$ cat src/rtl/bcd_timer_ctrl_pkg.sv
`default_nettype none
// ============================================================================
// Module      : bcd_timer_ctrl_pkg
// Description : Shared types and constants for the BCD timer controller:
//               FSM state encoding, BCD digit limits and a digit clamp helper.
// Revision    : 1.0 - initial release
// ============================================================================
package bcd_timer_ctrl_pkg;

    typedef enum logic [1:0] {
        IDLE  = 2'd0,
        RUN   = 2'd1,
        PAUSE = 2'd2,
        DONE  = 2'd3
    } state_e;

    localparam logic [3:0] BCD_MAX = 4'd9;
    localparam logic [3:0] BCD_MIN = 4'd0;

    // Out-of-range nibbles (A..F) saturate to 9 so digits stay valid BCD.
    function automatic logic [3:0] bcd_clamp(input logic [3:0] v);
        return (v > BCD_MAX) ? BCD_MAX : v;
    endfunction

endpackage : bcd_timer_ctrl_pkg
`default_nettype wire

$ cat src/rtl/bcd_timer_ctrl_digit.sv
`default_nettype none
// ============================================================================
// Module      : bcd_digit
// Description : One cascadable BCD up/down digit with synchronous load.
//               Ports: clk, rst (async, active-low), en (step this digit),
//               up_dn (1 = up), ld / ld_val (load, clamped to 9),
//               q (digit value), cy (carry/borrow into the next digit).
// Revision    : 1.0 - initial release
// ============================================================================
module bcd_digit
    import bcd_timer_ctrl_pkg::*;
(
    input  logic       clk,
    input  logic       rst,
    input  logic       en,
    input  logic       up_dn,
    input  logic       ld,
    input  logic [3:0] ld_val,
    output logic [3:0] q,
    output logic       cy
);

    logic [3:0] r_q;

    always_ff @(posedge clk or negedge rst) begin
        if (!rst) begin
            r_q <= BCD_MIN;
        end else if (ld) begin
            r_q <= bcd_clamp(ld_val);
        end else if (en) begin
            if (up_dn)
                r_q <= (r_q == BCD_MAX) ? BCD_MIN : r_q + 4'd1;
            else
                r_q <= (r_q == BCD_MIN) ? BCD_MAX : r_q - 4'd1;
        end
    end

    // Carry/borrow ripples combinationally so the whole counter steps on one edge.
    assign cy = en & (up_dn ? (r_q == BCD_MAX) : (r_q == BCD_MIN));
    assign q  = r_q;

endmodule : bcd_digit
`default_nettype wire

$ cat src/rtl/bcd_timer_ctrl.sv
`default_nettype none
// ============================================================================
// Module      : bcd_timer_ctrl
// Description : Prescaled NDIG-digit BCD up/down timer with IDLE/RUN/PAUSE/DONE
//               control FSM.
//               Ports: clk, rst (async, active-low), load/load_val (preset),
//               start, stop, up_dn (1 = up), digits (BCD count, digit 0 in
//               [3:0]), running (FSM in RUN), done (FSM in DONE),
//               step (pulse in the cycle after a count step).
// Revision    : 1.0 - initial release
// ============================================================================
module bcd_timer_ctrl
    import bcd_timer_ctrl_pkg::*;
#(
    parameter int PRESCALE = 4,
    parameter int NDIG     = 4
) (
    input  logic              clk,
    input  logic              rst,
    input  logic              load,
    input  logic [4*NDIG-1:0] load_val,
    input  logic              start,
    input  logic              stop,
    input  logic              up_dn,
    output logic [4*NDIG-1:0] digits,
    output logic              running,
    output logic              done,
    output logic              step
);

    localparam logic [1:0] c_ST_IDLE  = IDLE;
    localparam logic [1:0] c_ST_RUN   = RUN;
    localparam logic [1:0] c_ST_PAUSE = PAUSE;
    localparam logic [1:0] c_ST_DONE  = DONE;
    localparam logic [7:0] c_PRE_LAST = 8'(PRESCALE - 1);

    logic [1:0]  r_state;
    logic [7:0]  r_pre;
    logic        r_step;
    logic        w_step;
    logic [NDIG:0] w_en;       // w_en[i] steps digit i; w_en[NDIG] is the top carry
    logic        w_term_now;
    logic        w_term_after;

    // A step happens on the prescaler wrap, unless load or stop takes priority.
    assign w_step  = (r_state == c_ST_RUN) && !load && !stop && (r_pre == c_PRE_LAST);
    assign w_en[0] = w_step;

    generate
        for (genvar i = 0; i < NDIG; i++) begin : g_digit
            bcd_digit u_digit (
                .clk    (clk),
                .rst    (rst),
                .en     (w_en[i]),
                .up_dn  (up_dn),
                .ld     (load),
                .ld_val (load_val[4*i +: 4]),
                .q      (digits[4*i +: 4]),
                .cy     (w_en[i+1])
            );
        end
    endgenerate

    // w_term_now  : digits already terminal for the current direction.
    // w_term_after: the pending step lands on terminal, i.e. the count is
    //               one short of it (digit 0 at 8 up / 1 down, rest terminal).
    always_comb begin
        w_term_now   = 1'b1;
        w_term_after = (digits[3:0] == (up_dn ? 4'd8 : 4'd1));
        if (digits[3:0] != (up_dn ? BCD_MAX : BCD_MIN))
            w_term_now = 1'b0;
        for (int i = 1; i < NDIG; i++) begin
            if (digits[4*i +: 4] != (up_dn ? BCD_MAX : BCD_MIN)) begin
                w_term_now   = 1'b0;
                w_term_after = 1'b0;
            end
        end
    end

    always_ff @(posedge clk or negedge rst) begin
        if (!rst) begin
            r_state <= c_ST_IDLE;
            r_pre   <= 8'd0;
            r_step  <= 1'b0;
        end else begin
            r_step <= w_step;
            if (load) begin
                r_state <= c_ST_IDLE;
                r_pre   <= 8'd0;
            end else begin
                case (r_state)
                    c_ST_IDLE: begin
                        if (!stop && start) begin
                            r_state <= w_term_now ? c_ST_DONE : c_ST_RUN;
                            r_pre   <= 8'd0;
                        end
                    end
                    c_ST_RUN: begin
                        if (stop) begin
                            r_state <= c_ST_PAUSE;  // prescaler held for resume
                        end else begin
                            r_pre <= (r_pre == c_PRE_LAST) ? 8'd0 : r_pre + 8'd1;
                            // Top carry cannot normally occur (terminal stops
                            // first) but is treated as terminal if it does.
                            if (w_step && (w_term_after || w_en[NDIG]))
                                r_state <= c_ST_DONE;
                        end
                    end
                    c_ST_PAUSE: begin
                        if (!stop && start)
                            r_state <= c_ST_RUN;
                    end
                    c_ST_DONE: begin
                        if (stop)
                            r_state <= c_ST_IDLE;
                    end
                    default: r_state <= c_ST_IDLE;
                endcase
            end
        end
    end

    assign running = (r_state == c_ST_RUN);
    assign done    = (r_state == c_ST_DONE);
    assign step    = r_step;

endmodule : bcd_timer_ctrl
`default_nettype wire

$ cat config.mk
export PLATFORM = sky130hd
export DESIGN_NAME = bcd_timer_ctrl
export DESIGN_NICKNAME = d
export VERILOG_FILES = /design/src/rtl/bcd_timer_ctrl_pkg.sv /design/src/rtl/bcd_timer_ctrl_digit.sv /design/src/rtl/bcd_timer_ctrl.sv
export SDC_FILE = /design/constraint.sdc
export NUM_CORES = 1
export LEC_CHECK = 0
export BUFFER_PORTS_ARGS = -buffer_cell sky130_fd_sc_hd__buf_4
export CORE_MARGIN = 3
export CORE_UTILIZATION = 45
export CTS_CLUSTER_DIAMETER = 80
export DETAILED_ROUTE_END_ITERATION = 8
export GPL_TIMING_DRIVEN = 0
export PLACE_DENSITY = 0.67
export SYNTH_ARGS = -nofsm -noshare
export SYNTH_HDL_FRONTEND = slang
export SYNTH_SLANG_ARGS = --single-unit
$ cat constraint.sdc
create_clock -name clk -period 3.5 [get_ports clk]
set_input_delay 0 -clock clk [delete_from_list [all_inputs] [get_ports clk]]
set_output_delay 0 -clock clk [all_outputs]
set_load 0.01 [all_outputs]
Yosys cells after proc, flatten, opt, wreduce, memory -nomap -nowiden
Cells that the tools add are included.

word-level totals
  flip-flop bits (word level) = 27
  output and inout bits = 19
  bits of input ports = 22

operators by class
  add/sub/neg operators = 9
  bitwise operators = 4
  equal/unequal tests = 18
  order comparisons = 4
  reduce and logical (&&, ||, !) cells = 20
  muxes and demuxes = 50

operator list
  cell                   number
  $mux W4                26
  $mux W8                4
  $add A4 B1 Y4 const B  4
  $eq A4 B4 Y1 const B   4
  $gt A4 B4 Y1 const B   4
  $logic_not A4 Y1       4
  $ne A4 B4 Y1           4
  $pmux W8 S2            1
  $sub A4 B1 Y4 const B  4
  $mux W2                7
  $ne A3 B3 Y1 const B   4
  $mux W1                11
  $add A8 B1 Y8 const B  1
  $eq A8 B2 Y1 const B   1
  $pmux W2 S4            1
  $reduce_bool A2 Y1     4
  $logic_and A1 B1 Y1    5
  $and A1 B1 Y1          4
  $eq A2 B2 Y1 const B   2
  $eq A4 B4 Y1           1
  $ne A4 B3 Y1 const B   1
  $reduce_and A4 Y1      1
  $reduce_and A3 Y1      1
  $reduce_bool A3 Y1     1
  other kinds (4)        5

Logic depth before layout (Yosys ltp)
Gate-level depths: netlist (run 1).

  depth in word-level cells = 14
  gate-level depth with buffers = 8

Cells and area by module
A second synthesis (run 1) with hierarchy kept.

second synthesis, totals
  cell total of the unflattened synthesis = 249
  area, all modules = 2134.5 um^2

modules (own cells, without submodules)
  module          seq. area each (um^2)  instances  area an instance (um^2)  cells an instance
  bcd_digit       100.1                  4          357.8                    42
  bcd_timer_ctrl  275.3                  1          703.2                    81

Worst setup path before layout (run 1)
OpenSTA, ideal clock, no wires.

  kind = reg-to-reg
  from = register g_digit[0].u_digit.r_q[2]
  to = register g_digit[3].u_digit.r_q[3]
  stages on the path, launching flop included = 8
  path buffers = 2
  data required time = 3.368 ns
  arrival time = 1.903 ns
  setup slack = 1.465 ns
  path through = dfrtp_1 buf_2 or4_4 a2111oi_4 and3_1 buf_4 mux2i_1 o21ai_1

between the ends
  longest elaborated chain between the ends = 6
  elaborated cells between the ends (all ways) = 7
  those cells by class = 1 x eq/ne; 1 x mux; 3 x bitwise; 2 x reduce/logical

ends and longest elaborated chain
  item                                                     line                        source
  from (decl)                                              bcd_timer_ctrl_digit.sv:23  logic [3:0] r_q;
  from (signal assigned)                                   bcd_timer_ctrl_digit.sv:29  r_q <= bcd_clamp(ld_val);
  from (signal assigned)                                   bcd_timer_ctrl_digit.sv:32  r_q <= (r_q == BCD_MAX) ? BCD_MIN : r_q + 4'd1;
  from (signal assigned)                                   bcd_timer_ctrl_digit.sv:34  r_q <= (r_q == BCD_MIN) ? BCD_MAX : r_q - 4'd1;
  $eq A4 B4 Y1 / $logic_not A4 Y1 (equally long branches)  bcd_timer_ctrl_digit.sv:39  assign cy = en & (up_dn ? (r_q == BCD_MAX) : (r_q == BCD_MIN));
  $mux W1 *                                                bcd_timer_ctrl_digit.sv:39
  $and A1 B1 Y1 * (3 in a row)                             bcd_timer_ctrl_digit.sv:39
  $reduce_bool A2 Y1 (no source line) *                    -
  to (signal assigned)                                     bcd_timer_ctrl_digit.sv:29
  to (signal assigned)                                     bcd_timer_ctrl_digit.sv:32
  to (signal assigned)                                     bcd_timer_ctrl_digit.sv:34
  to (decl)                                                bcd_timer_ctrl_digit.sv:23

Every way passes the cells marked *; elsewhere a longest branch is shown, timed or not.
A chain may end at the register's enable or synchronous reset.

Worst setup path in the final report (run 1)
  from = register r_pre[0]
  to = register g_digit[1].u_digit.r_q[1]

between the ends
  longest elaborated chain between the ends = 4

ends and longest elaborated chain
  item                                 line                        source
  from (decl)                          bcd_timer_ctrl.sv:38        logic [7:0] r_pre;
  from (signal assigned)               bcd_timer_ctrl.sv:102       r_pre <= (r_pre == c_PRE_LAST) ? 8'd0 : r_pre + 8'd1;
  $eq A8 B2 Y1                         bcd_timer_ctrl.sv:46        assign w_step = (r_state == c_ST_RUN) && !load && !stop && (r_pre == c_PRE_LAST);
  $logic_and A1 B1 Y1                  bcd_timer_ctrl.sv:46
  $and A1 B1 Y1                        bcd_timer_ctrl_digit.sv:39
  $reduce_bool A2 Y1 (no source line)  -
  to (signal assigned)                 bcd_timer_ctrl_digit.sv:29
  to (signal assigned)                 bcd_timer_ctrl_digit.sv:32
  to (signal assigned)                 bcd_timer_ctrl_digit.sv:34
  to (decl)                            bcd_timer_ctrl_digit.sv:23

No other way between the ends.

==> results of run 1 <==
## routing by layer
metal | share of wire | track usage | vias up
met5 | 0 | 0 | -
li1 | - | - | 1092
met1 | 0.47 | 0.292 | 1017
met3 | 0.045 | 0.0248 | 2
met2 | 0.48 | 0.333 | 50
met4 | 0.0036 | 0.0543 | 0
## final timing paths
kind                       slack (ns)  depth (start not counted)     start                       to
max                              0.72                          7  r_pre[0]  g_digit[1].u_digit.q[1]
min                             0.002                          3     start               r_state[0]
max reg2reg                      0.72                          7  r_pre[0]  g_digit[1].u_digit.q[1]
min reg2reg                      0.54                          1  r_pre[1]                 r_pre[1]
max in group asynchronous        3.07                          2       rst  g_digit[1].u_digit.q[2]
min in group asynchronous        0.16                          2       rst                 r_pre[0]
## repair_timing
| item | in CTS | in global routing |
|---|---|---|
| hold buffers | 19 | 0 |
| endpoints found under the hold margin | 43 | 0 |
| buffers inserted | 0 | 0 |
## Yosys cell counts (6+ instances only)
library cell  instances  share of area
o21ai_0              16          0.036
nand2_1              29          0.049
xnor2_1               9          0.036
o22ai_1              10          0.028
xor2_1                7          0.028
nor2_1               22          0.037
a21oi_1               6          0.014
o21ai_1               9          0.020
nand3_1              12          0.027
clkbuf_1             14          0.024
inv_1                 6          0.010
dfrtp_1              27           0.31
mux2i_1              10          0.045
buf_2                 8          0.018
## cell families (layout without fill, tap and decap cells)
group	count (synthesis)	count (layout)
buffers and inverters	32	94
and+or+nand+nor	103	103
muxes	12	12
xor gates and xnor gates	16	16
AOI/OAI and AO/OA	77	77
DFF	27	27
adders and majority gates	1	1
## cell type report
class                   count  area share
repair buffers             58       0.171
clock buffers               3      0.0147
well taps                  65      0.0289
plain buffers              26      0.0413
clock inverters             1     0.00267
multi-input cells         209       0.493
inverters                   6     0.00800
flip-flops and latches     27       0.240
## stage by stage
stage          hold slack, ns  total power (uW)  worst slack, ns
3_3_place_gp          -0.0556               606             1.34
5_1_grt                0.0202               870            0.497
2_1_floorplan          -0.296               520             1.46
6_report              0.00203               816            0.723
4_1_cts               0.00297               821            0.757
3_5_place_dp          -0.0555               611             1.31
## power groups by stage
| stage | Sequential [uW] | Clock [uW] | Combinational, uW |
|---|---|---|---|
| 5_1_grt | 350 | 215 | 306 |
| 3_5_place_dp | 353 | 0 | 258 |
| 4_1_cts | 347 | 198 | 276 |
| 2_1_floorplan | 356 | 0 | 164 |
| 3_3_place_gp | 352 | 0 | 254 |
| 6_report | 347 | 192 | 277 |
## worst register-to-register path: stages (launching register included)
cell	delay, ns
dfrtp_1	0.41
ha_1	0.26
nor4b_4	0.34
nand3_2	0.25
a2111oi_4	0.48
mux2i_1	0.26
o22ai_1	0.10
dlygate4sd3_1	0.57
## sequential cells by signal, indices dropped and copies added (netlist names)
name               count
r_state                2
g_digit.u_digit.q     16
r_pre                  8
step                   1
==> results.txt, run 1 <==
Switching Share -> 0.336
fin nets -> 354
Vias -> 2161
Register Area -> 676 sq um
Initial Utilization -> 0.486
Clk Latency, worst-skew pair -> 0.28 ns
largest net degree at the start of global routing -> 28
Yosys warning count -> 0
Int Pwr -> 542 uW
worst path cell trace -> ha_1 -> nor4b_4 -> nand3_2 -> a2111oi_4 -> mux2i_1 -> o22ai_1 -> dlygate4sd3_1
# setup viols final -> 0
critical path endpoint category -> flip-flop
Flop pwr share -> 0.425
Hold Path Class -> input port to flip-flop
FMAX -> 360 MHz
Sink Count -> 27
minimum clock period -> 2.78 ns
commonest non-fill, non-tap cell in the layout -> buf_4
synth unique cells -> 56
worst path arrival time -> 2.95 ns
clk root buf -> clkbuf_8
placed instance count -> 372
mux cell area share after synthesis -> 0.0557
clock group share of total power -> 0.235
RSZ-0062 raised after global routing -> false
Layout fillers -> 404
Die X-Extent -> 76.0 um
Die ar. -> 5770 sq um
multi-input logic area -> 1390 sq um
Synth Area in XOR/XNOR -> 0.0636
core area -> 4530 sq um
H-Tree Depth -> 1
Non-Filler Instances -> 395
vias in the first global route -> 2079
Max Transition Viols Final -> 0
Mapped Avg Cell Area -> 8.22 sq um
period utilization -> 0.793
critical path's top delay family -> simple AND/OR/NAND/NOR gates
RePlAce Congestion -> 0.776
Worst Setup Path Type -> flip-flop to flip-flop
Post-Syn Area -> 2200 sq um
outcome -> finished, final reports clean
Post-Route WL -> 5810 um
Slowest-stage cell, CP -> dlygate4sd3_1
dpl cell area -> 2580 sq um
post-cts resize count -> 0
CTS tree -> built
antenna violations before repair -> 0
Final ANT Viol Nets -> 0
First DRT Iteration DRCs -> 207
commonest cells after routing, fill and taps aside -> buf_4, nand2_1, dfrtp_1
DPL Wire Length -> 4100 um
Leak -> 0.00120 uW
post-synthesis async set-or-reset flop share -> 1.00
Post-Syn Nets -> 291
Synth Flop Type -> dfrtp_1
DR pass1 iterations -> 4
# rows -> 24
Slowest Stage Delay on Critical Path -> 0.57 ns
CP startpoint kind -> flip-flop
compound-cell area share of the yosys netlist -> 0.252
Buffers on Ports -> 39
IO Count -> 41
WP buf/inv -> 1
Crit Path Max Fanout -> 7
post-route cell area -> 2820 sq um
Max VDD drop -> 0.138 mV
Setup Skew -> 0.00517 ns
Total Routing Usage GR -> 0.206
Vias per Instance -> 5.47
Num CTS Buffers -> 3
worst-margin pin slew -> 0.634 ns
Post-Synthesis Cells -> 268
Worst-path clk slew -> 0.11 ns
simple-gate share of the synthesized area -> 0.253
largest family of logic cells by synthesized area -> simple AND/OR/NAND/NOR gates
Max-cap violations -> 0
fraction of final layout cells sized beyond drive strength 1 -> 0.194
adder-cell share of the synthesized area -> 0.00568
Power Density -> 290 nW/um^2
first-pass GRT wire length -> 9980 um
GR Overflow Total -> 0
Net Sw Power -> 274 uW
Max-slew headroom -> 0.573
FF+latch count, synth -> 27
logic gate share of total power -> 0.339
Fin Setup TNS -> 0 ns
area grow syn2layout -> 27.8%
Longest Clk Path Bufs -> 2
routed len/inst -> 14.7 um
drc violations -> 0
final core utilization -> 0.621
Post-synth EDFFs -> 0
Final Hold Viols -> 0
Die Y -> 76.0 um
Worst Path Required -> 3.67 ns
register area share after synthesis -> 0.307
ant diodes -> 0
No activity file was read; power rests on OpenSTA's default activity.
==> run 2: changes to the inputs <==
==> constraint.sdc (replaced) <==
create_clock -name clk -period 2.65 [get_ports clk]
set_input_delay 0 -clock clk [delete_from_list [all_inputs] [get_ports clk]]
set_output_delay 0 -clock clk [all_outputs]
set_load 0.01 [all_outputs]
==> results.txt, run 2 (same netlist as run 1, synthesis figures left out) <==
outcome -> finished, final reports clean (unchanged)
# setup viols final -> 0 (unchanged)
DPL Wire Length -> 4100 um (unchanged)
Initial Utilization -> 0.486 (unchanged)
commonest non-fill, non-tap cell in the layout -> buf_4 (unchanged)
RePlAce Congestion -> 0.776 (unchanged)
hold endpoint -> r_state[0] (unchanged)
worst path cell trace -> ha_1 -> nor4b_4 -> nand3_2 -> inv_2 -> a21oi_1 -> a21oi_1 -> o22ai_1 -> dlygate4sd3_1 (was ha_1 -> nor4b_4 -> nand3_2 -> a2111oi_4 -> mux2i_1 -> o22ai_1 -> dlygate4sd3_1)
CTS tree -> built (unchanged)
Vias per Instance -> 5.47 (about the same)
Max VDD drop -> 0.181 mV (was 0.138 mV)
Hold Path Class -> input port to flip-flop (unchanged)
routed len/inst -> 14.8 um (was 14.7 um)
Vias -> 2167 (was 2161)
ant diodes -> 0 (unchanged)
critical path endpoint category -> flip-flop (unchanged)
antenna violations before repair -> 0 (unchanged)
fin nets -> 355 (was 354)
final core utilization -> 0.623 (was 0.621)
Die ar. -> 5770 sq um (unchanged)
hold depth -> 3 (unchanged)
Die Y -> 76.0 um (unchanged)
commonest cells after routing, fill and taps aside -> buf_4, nand2_1, dfrtp_1 (unchanged)
RSZ-0062 raised after global routing -> false (unchanged)
Largest register FFs -> 16 (unchanged)
Buffers on Ports -> 39 (unchanged)
vias in the first global route -> 2082 (was 2079)
Slowest-stage cell, CP -> dlygate4sd3_1 (unchanged)
first-pass GRT wire length -> 9980 um (about the same)
Slowest Stage Delay on Critical Path -> 0.57 ns (about the same)
minimum clock period -> 2.46 ns (was 2.78 ns)
Longest Clk Path Bufs -> 2 (unchanged)
Leak -> 0.00120 uW (about the same)
Setup Skew -> 0.00449 ns (was 0.00517 ns)
R2R depth -> 8 (was 7)
worst path arrival time -> 2.64 ns (was 2.95 ns)
GR Overflow Total -> 0 (unchanged)
fraction of final layout cells sized beyond drive strength 1 -> 0.199 (was 0.194)
Max-cap violations -> 0 (unchanged)
Worst Setup Path Type -> flip-flop to flip-flop (unchanged)
most used cell, CP -> a21oi_1
hold path start -> start (unchanged)
Fin Setup TNS -> 0 ns (unchanged)
area grow syn2layout -> 28.2% (was 27.8%)
Post-Route WL -> 5850 um (was 5810 um)
worst-margin pin slew -> 0.636 ns (was 0.634 ns)
reg2reg end -> g_digit[0].u_digit.q[2] (was g_digit[1].u_digit.q[1])
Total Routing Usage GR -> 0.206 (about the same)
Layout fillers -> 403 (was 404)
Final ANT Viol Nets -> 0 (unchanged)
Sink Count -> 27 (unchanged)
DR pass1 iterations -> 4 (unchanged)
First DRT Iteration DRCs -> 185 (was 207)
core area -> 4530 sq um (unchanged)
Max Transition Viols Final -> 0 (unchanged)
period utilization -> 0.929 (was 0.793)
Crit Path Max Fanout -> 7 (unchanged)
largest net degree at the start of global routing -> 28 (unchanged)
Num CTS Buffers -> 3 (unchanged)
clk root buf -> clkbuf_8 (unchanged)
H-Tree Depth -> 1 (unchanged)
Max-slew headroom -> 0.571 (was 0.573)
Worst-path clk slew -> 0.10 ns (was 0.11 ns)
Power Density -> 381 nW/um^2 (was 290 nW/um^2)
IO Count -> 41 (unchanged)
# rows -> 24 (unchanged)
Clk Latency, worst-skew pair -> 0.28 ns (about the same)
Final Hold Viols -> 0 (unchanged)
r2r setup slk -> 0.19 ns (was 0.72 ns)
FMAX -> 406 MHz (was 360 MHz)
drc violations -> 0 (unchanged)
Worst Path Required -> 2.83 ns (was 3.67 ns)
CP startpoint kind -> flip-flop (unchanged)
Die X-Extent -> 76.0 um (unchanged)
R2R Path Start -> r_pre[0] (unchanged)
## run 2: changes by cell type in the layout (fill, tap and decap cells not counted)
cell / previous run / this run
inv_1: 6 / 5
inv_2: 0 / 1
buf_4: 41 / 42
## run 2: layer usage
metal  GRT usage  wire length, um
met1       0.291             2750
met2       0.335             2770
met3      0.0248              259
met4      0.0543               68
met5           0                0
## run 2: how the worst max path moves through the flow
| stage | end | startpoint | slack [ns] |
|---|---|---|---|
| floorplan | g_digit[3].u_digit.q[3] | g_digit[0].u_digit.q[2] | 0.61 |
| global placement | g_digit[3].u_digit.q[1] | r_pre[0] | 0.49 |
| detailed placement | g_digit[1].u_digit.q[1] | r_pre[0] | 0.46 |
| CTS | g_digit[0].u_digit.q[2] | r_pre[0] | 0.18 |
| global route | g_digit[0].u_digit.q[2] | r_pre[0] | 0.02 |
| finish | g_digit[0].u_digit.q[2] | r_pre[0] | 0.19 |
## run 2: critical path: cells and delay by family (launching register included)
kind                     cells  cell delay (ns)
AO/OA/AOI/OAI                3             0.31
adder cells (fa/ha/maj)      1             0.27
flip-flops                   1             0.41
AND/OR/NAND/NOR              2             0.62
buffers and inverters        2             0.75
## run 2: per-stage QoR
| stage | cells | hold slack [ns] | area, sq um | setup WS [ns] | power (uW) |
|---|---|---|---|---|---|
| final | 396 | 0.00285 | 2820 | 0.188 | 1080 |
| after global routing | 396 | 0.0202 | 2820 | 0.0176 | 1150 |
| after CTS | 395 | 0.00297 | 2820 | 0.184 | 1080 |
| after detailed placement | 372 | -0.0555 | 2580 | 0.458 | 806 |
| after global placement | 372 | -0.0556 | 2580 | 0.493 | 801 |
| after floorplan | 268 | -0.296 | 2200 | 0.615 | 687 |
## run 2: final cells by class
| class | instances | area (sq um) | area share |
|---|---|---|---|
| well taps | 65 | 81.3 | 0.0288 |
| multi-input cells | 209 | 1390 | 0.492 |
| plain buffers | 26 | 116 | 0.0412 |
| repair buffers | 59 | 490 | 0.174 |
| flip-flops and latches | 27 | 676 | 0.239 |
| clock inverters | 1 | 7.51 | 0.00266 |
| inverters | 6 | 22.5 | 0.00798 |
| clock buffers | 3 | 41.3 | 0.0146 |
## run 2: power breakdown
| group | internal (uW) | switching (uW) |
|---|---|---|
| clock | 107 | 146 |
| combinational | 173 | 191 |
| sequential | 434 | 23.8 |
## run 2: timing repair
action	4_1_cts	5_1_grt
setup buffers	0	1
hold endpoints to repair	43	0
endpoints found under the setup margin	0	1
hold buffers	19	0
gates resized for setup	0	1
